### config.mk
export PLATFORM = sky130hd
export DESIGN_NAME = ring_shifter
export DESIGN_NICKNAME = d
export VERILOG_FILES = /design/src/rtl/ring_shifter.sv
export SDC_FILE = /design/constraint.sdc
export NUM_CORES = 1
export LEC_CHECK = 0
export CORE_MARGIN = 8
export CORE_UTILIZATION = 24
export DETAILED_ROUTE_END_ITERATION = 8
export HOLD_SLACK_MARGIN = 0.02
export SETUP_SLACK_MARGIN = 0.05
export SLEW_MARGIN = 20
export SYNTH_ARGS = -nofsm -noshare
export SYNTH_HDL_FRONTEND = slang
export SYNTH_SLANG_ARGS = --single-unit
### constraint.sdc
create_clock -name clk -period 2 [get_ports clk]
set_input_delay 0.3 -clock clk [delete_from_list [all_inputs] [get_ports clk]]
set_output_delay 0.3 -clock clk [all_outputs]
set_load 0.01 [all_outputs]
### src/rtl/ring_shifter.sv
// ring_shifter: WIDTH-bit rotate/shift register with serial or sticky fill,
// a step counter modulo WIDTH and a registered wrap pulse.
// Optional feature macro: RING_SHIFTER_BOUNCE_EN adds the 'bounce' input and
// an internal direction register that reverses a rotate when a 1 would exit.
module ring_shifter #(
  parameter int                 WIDTH = 8,
  parameter logic [WIDTH-1:0]   INIT  = {{(WIDTH-1){1'b0}}, 1'b1}
) (
  input  logic                      clk,
  input  logic                      reset,
  input  logic                      load,
  input  logic [WIDTH-1:0]          data,
  input  logic                      en,
  input  logic                      dir,
  input  logic [1:0]                mode,
  input  logic                      sin,
`ifdef RING_SHIFTER_BOUNCE_EN
  input  logic                      bounce,
`endif
  output logic [WIDTH-1:0]          count,
  output logic                      sout,
  output logic [$clog2(WIDTH)-1:0]  step_cnt,
  output logic                      wrap
);

  localparam int CW = $clog2(WIDTH);

  localparam logic [1:0] M_ROT  = 2'b00;
  localparam logic [1:0] M_SIN  = 2'b01;
  localparam logic [1:0] M_STKY = 2'b10;

  logic [WIDTH-1:0] r_count;
  logic             r_sout;
  logic [CW-1:0]    r_step_cnt;
  logic             r_wrap;

  logic             w_step;
  logic             w_dir;
  logic             w_exit;
  logic             w_fill;
  logic             w_last;
  logic [WIDTH-1:0] w_next;

`ifdef RING_SHIFTER_BOUNCE_EN
  logic r_dir_q;
  logic w_bounce;
  logic w_qexit;

  // Bounce: rotate follows dir_q, flipping it first if the bit about to leave is a 1.
  always_comb begin
    w_bounce = bounce && (mode == M_ROT);
    w_qexit  = r_dir_q ? r_count[WIDTH-1] : r_count[0];
    w_dir    = dir;
    if (w_bounce) w_dir = w_qexit ? ~r_dir_q : r_dir_q;
  end

  // Direction register tracks the direction actually used by each step.
  always_ff @(posedge clk) begin
    if (reset)               r_dir_q <= 1'b1;
    else if (!load && w_step) r_dir_q <= w_dir;
  end
`else
  assign w_dir = dir;
`endif

  // Step datapath: exit bit, fill bit and shifted value for the chosen direction.
  always_comb begin
    w_step = en && (mode != 2'b11);
    w_exit = w_dir ? r_count[WIDTH-1] : r_count[0];
    case (mode)
      M_ROT:   w_fill = w_exit;
      M_SIN:   w_fill = sin;
      M_STKY:  w_fill = w_dir ? r_count[0] : r_count[WIDTH-1];
      default: w_fill = w_exit;
    endcase
    w_next = w_dir ? {r_count[WIDTH-2:0], w_fill} : {w_fill, r_count[WIDTH-1:1]};
    w_last = (r_step_cnt == CW'(WIDTH-1));
  end

  // Main register: reset > load > step; wrap only ever lasts one cycle.
  always_ff @(posedge clk) begin
    if (reset) begin
      r_count    <= INIT;
      r_sout     <= 1'b0;
      r_step_cnt <= '0;
      r_wrap     <= 1'b0;
    end else if (load) begin
      r_count    <= data;
      r_sout     <= 1'b0;
      r_step_cnt <= '0;
      r_wrap     <= 1'b0;
    end else if (w_step) begin
      r_count    <= w_next;
      r_sout     <= w_exit;
      r_step_cnt <= w_last ? '0 : r_step_cnt + 1'b1;
      r_wrap     <= w_last;
    end else begin
      r_wrap     <= 1'b0;
    end
  end

  assign count    = r_count;
  assign sout     = r_sout;
  assign step_cnt = r_step_cnt;
  assign wrap     = r_wrap;

endmodule

==> Word level (Yosys, flattened, before mapping) <==
Cells that the tools add are included.
{ "word_totals": {"mem_count": 0, "word_cells": 21, "out_inout_bits": 13, "rom_bits": 0, "regBits": 13, "latchBits": 0, "ramBits": 0} }
{ "op_classes": {"n_eq_ne": 4, "n_shift": 0, "n_reduce_logical": 4, "n_bitwise": 1, "n_div": 0, "n_mul": 0, "add_sub_neg": 1, "n_lt_le_gt_ge": 0, "mux": 7} }
{ "ops": {"columns": ["operator", "n"], "rows": [
  ["2-to-1 mux 8 bit", 3],
  ["adder 3 x 1 -> 3 bit, second input constant", 1],
  ["equality test 3 bit, second input constant", 1],
  ["2-to-1 mux 3 bit", 1],
  ["OR reduction 3 bit", 1],
  ["equality test 2 x 1 -> 1 bit, second input constant", 1],
  ["equality test 2 bit, second input constant", 1],
  ["2-to-1 mux 1 bit", 2],
  ["!= test 2 bit, second input constant", 1],
  ["case mux 1 bit (2 select lines)", 1],
  ["nonzero test 2 bit", 1],
  ["OR reduction 2 bit", 1],
  ["logical AND 1 bit", 1],
  ["NOT 1 bit", 1]
]} }

==> Logic depth before layout (Yosys ltp) <==
{ "depth": {"depth_word": 5, "ltp_mapped": 6} }

==> Worst setup path before layout <==
No wires, ideal clock.
{ "synth_path": {"path_kind": "input port to flip-flop", "start": "in mode[0]", "end": "reg r_count[7] (netlist: count[7])", "stages": 6, "t_arrival_ps": 1176, "setup_slack_ps": 737, "path_cell_list": "ha_1 -> nor2b_1 -> buf_2 -> buf_4 -> nand3_1 -> a221oi_2"} }
{ "synth_via": {"elab_chain_len": 5, "elab_cells_between_ends": 9} }
{ "synth_rtl": {"columns": ["item", "line_no", "source"], "rows": [
  ["start: declaration", "15", "input logic [1:0] mode,"],
  ["equality test 2 bit / equality test 2 x 1 -> 1 bit (equally long branches)", "70", "case (mode)"],
  ["case mux 1 bit (2 select lines)", "70", null],
  ["2-to-1 mux 8 bit", "76", "w_next = w_dir ? {r_count[WIDTH-2:0], w_fill} : {w_fill, r_count[WIDTH-1:1]};"],
  ["2-to-1 mux 8 bit", "92", "end else if (w_step) begin"],
  ["2-to-1 mux 8 bit", "87", "end else if (load) begin"],
  ["end signal: assignment", "88", "r_count <= data;"],
  ["end signal: assignment", "93", "r_count <= w_next;"],
  ["end: declaration", "32", "logic [WIDTH-1:0] r_count;"]
]} }
Parallel ways exist; a longest one is shown, timed or not. The select of a mux whose other input is x is not followed.
A chain may end at the register's enable or synchronous reset.

==> Final worst setup path <==
{ "layout_path": {"start": "reg r_count[0] (netlist: count[0])", "end": "out count[0]"} }
{ "layout_lines": {"columns": ["item", "line_no", "source"], "rows": [
  ["end: declaration", "20", "output logic [WIDTH-1:0] count,"]
]} }
No word-level cell between the ends.

==> impl_metrics.csv <==
group,metric,value,unit
outcome,status,"completed",
cts,cts_buffers,3,
detailed_routing,wl_per_cell,12.80,um
cells_and_area,antenna_cells,0,
placement,placed_cells,161,
logic_synthesis,synth_cells,91,
global_routing,grt_pass1_wl,3450,um
placement,place_worst_setup_slack,162.1,ps
worst_setup_path,path_delay_family,"buffers and inverters",
floorplanning,pin_count,29,
logic_synthesis,seq_area_frac_synth,34.10,%
worst_setup_path,required,1700,ps
logic_synthesis,ys_warn_count,0,
global_routing,antenna_found_initial,0,
cts,clock_latency,270,ps
worst_setup_path,cp-end-kind,"output port",
worst_setup_path,worst-path-buf-inv,1,
cells_and_area,syn2layout_area_growth,46.56,%
floorplanning,initial_core_util,25.21,%
floorplanning,die_h,72.39,um
logic_synthesis,ys_types,23,
detailed_routing,drt-initial-drc-count,22,
logic_synthesis,syn_avg_cell_area,8.387,um2
cts,clkSlewWorstSetupHoldPaths,80,ps
timing,fmax,621.4,MHz
floorplanning,coreArea,0.003028,mm2
global_routing,grt_pass1_vias,770,
logic_synthesis,ys_ff_latch,13,
worst_setup_path,crit_slowest_cell,"clkdlybuf4s50_1",
timing,timing.final.crit_period,1609,ps
detailed_routing,postRouteAntennaNets,0,
power,p_per_area,547.3,mW/mm2
power,leakage,0.0004439,uW
detailed_routing,drt-total-wl,2112,um
worst_setup_path,cp_cell_sequence,"clkdlybuf4s50_1",
cts,clockBufferDepth,2,
logic_synthesis,synth_area_leaders,"dfxtp_1 34%, mux2i_1 9.2%, ha_1 8.2%, a211o_1 6.9%, nand2_1 5.9%",
hold_path,hold_class,"reg -> reg",
placement,gp_congestion,0.7705,
cts,cts_resized,0,
cells_and_area,layout.nets,143,
worst_setup_path,crit_type,"reg -> out",
floorplanning,die_area,0.005240,mm2
logic_synthesis,synth_top_area_share,34.10,%
cts,cts_max_level,1,
placement,dp.final_hpwl,1639,um
worst_setup_path,cp-start-kind,"flop",
global_routing,grt_max_degree,19,
timing,setup_violations,0,
placement,io_buffers,28,
timing,finClkSkew,2.605,ps
timing,setup_slack,390.9,ps
cts,cts_tree,"yes",
worst_setup_path,cpPeakStageDelay,580,ps
run,maxCapViolCount,0,
power,ir_drop,263.5,uV
detailed_routing,dr.pass1.iters,2,
logic_synthesis,synth_top_area_cell,"dfxtp_1",
detailed_routing,vias_per_cell,4.442,
global_routing,overflow,0,
timing,rsz0062_at_grt,"false",
timing,period_share,80.46,%
cells_and_area,layout-drive-gt1-share,9.917,%
detailed_routing,drc_errors,0,
cells_and_area,stdcell_count,165,
floorplanning,die_x,72.39,um
logic_synthesis,syn_nets,112,
worst_setup_path,cp_data_arrival_time,1310,ps
worst_setup_path,crit_fanout,6,
timing,finalMaxSlewViolations,0,
cts,cts_hold_buf,0,
floorplanning,placementRows,20,
timing,final_hold_viol_count,0,
timing,slew_headroom,80.87,%
global_routing,grtUsageTotal,8.303,%
detailed_routing,vias,733,
logic_synthesis,syn-cell-area,763.2,um2
cts,postCtsSetupBuffers,0,
cts,numClockSinks,13,
cts,cts-root-buf,"clkbuf_4",
timing,finalSetupTns,0,ps
timing,worstMarginPinSlew,287.0,ps
[metal layers]
layer | vias up | global-route usage, % | wire [um]
li1 | 378 | - | -
met1 | 332 | 8.775 | 952
met2 | 23 | 14.24 | 977
met3 | 0 | 4.683 | 182
met4 | 0 | 1.333 | 0
met5 | - | 0 | 0
[sequential cells by signal, summed over array words and instances (netlist names)]
signal / cells
count: 8
wrap: 1
sout: 1
step_cnt: 3
[cells in the mapped netlist]
cell type  number
nand3_1         3
nand2_1        12
o211ai_1        2
inv_1           4
buf_6           1
or2_1           1
ha_1            5
a221oi_2        1
a211oi_1        1
buf_2           2
a32oi_1         1
nor2b_1         2
nand4b_1        1
mux2i_1         7
nand2b_1        1
clkbuf_1        2
buf_4           1
a211o_1         6
dfxtp_1        13
a21oi_1         8
nor3_1          2
a21oi_2         4
nor2_1         11
[path summary, 6_finish.rpt]
check,startpoint,end,slack [ps],depth (start not counted)
hold / removal,step_cnt[2],step_cnt[2],490,2
setup reg to reg,step_cnt[0],step_cnt[1],890,5
hold reg to reg,step_cnt[2],step_cnt[2],490,2
setup / recovery,count[0],count[0],390,1
[area by class of cell]
| class | instances | area, um2 |
|---|---|---|
| flip-flops and latches | 13 | 260.3 |
| well taps | 44 | 55.05 |
| repair buffers | 32 | 310.3 |
| fillers | 337 | 1909 |
| clock buffers | 4 | 26.28 |
| inverters | 4 | 15.01 |
| multi-input cells | 68 | 451.7 |
[power by group]
group	internal, uW	switching [uW]	total, uW	leakage (uW)
combinational	88.5	70.6	159	0.000322
clock	77.3	85.9	163	0.0000150
sequential	273	17.2	290	0.000107
total	438	174	612	0.000444
[placed cells by master (no fill, tap or decap)]
cell type,netlist,layout
mux2i_1,7,7
a211oi_1,1,1
dfxtp_1,13,13
buf_4,1,4
nor2b_1,2,2
a21oi_2,4,4
nand3_1,3,3
o211ai_1,2,2
clkbuf_1,2,1
a211o_1,6,6
inv_1,4,4
nor3_1,2,2
or2_1,1,1
nand4b_1,1,1
a21oi_1,8,8
a32oi_1,1,1
a221oi_2,1,1
nand2b_1,1,1
ha_1,5,5
nand2_1,12,12
clkbuf_4,0,3
nor2_1,11,11
clkdlybuf4s50_1,0,28
[kinds of logic after synthesis]
logic type,after synthesis,synth area share (%)
buffers and inverters,10,6.721
muxes,7,9.181
DFF,13,34.10
AOI/OAI and AO/OA,23,22.79
and+or+nand+nor,33,19.02
adders and majority gates,5,8.197
[metrics by stage]
step	total power [uW]	utilization, %	hold slack [ps]	cell area (um2)
floorplan	375.6	-	449.0	763.2
global placement	450.6	36.07	459.6	1092
detailed placement	455.1	36.07	489.9	1092
CTS	616.6	36.94	500.8	1119
global route	652.5	36.94	531.4	1119
finish	612.1	36.94	493.4	1119
(Power assumes the default switching activity.)
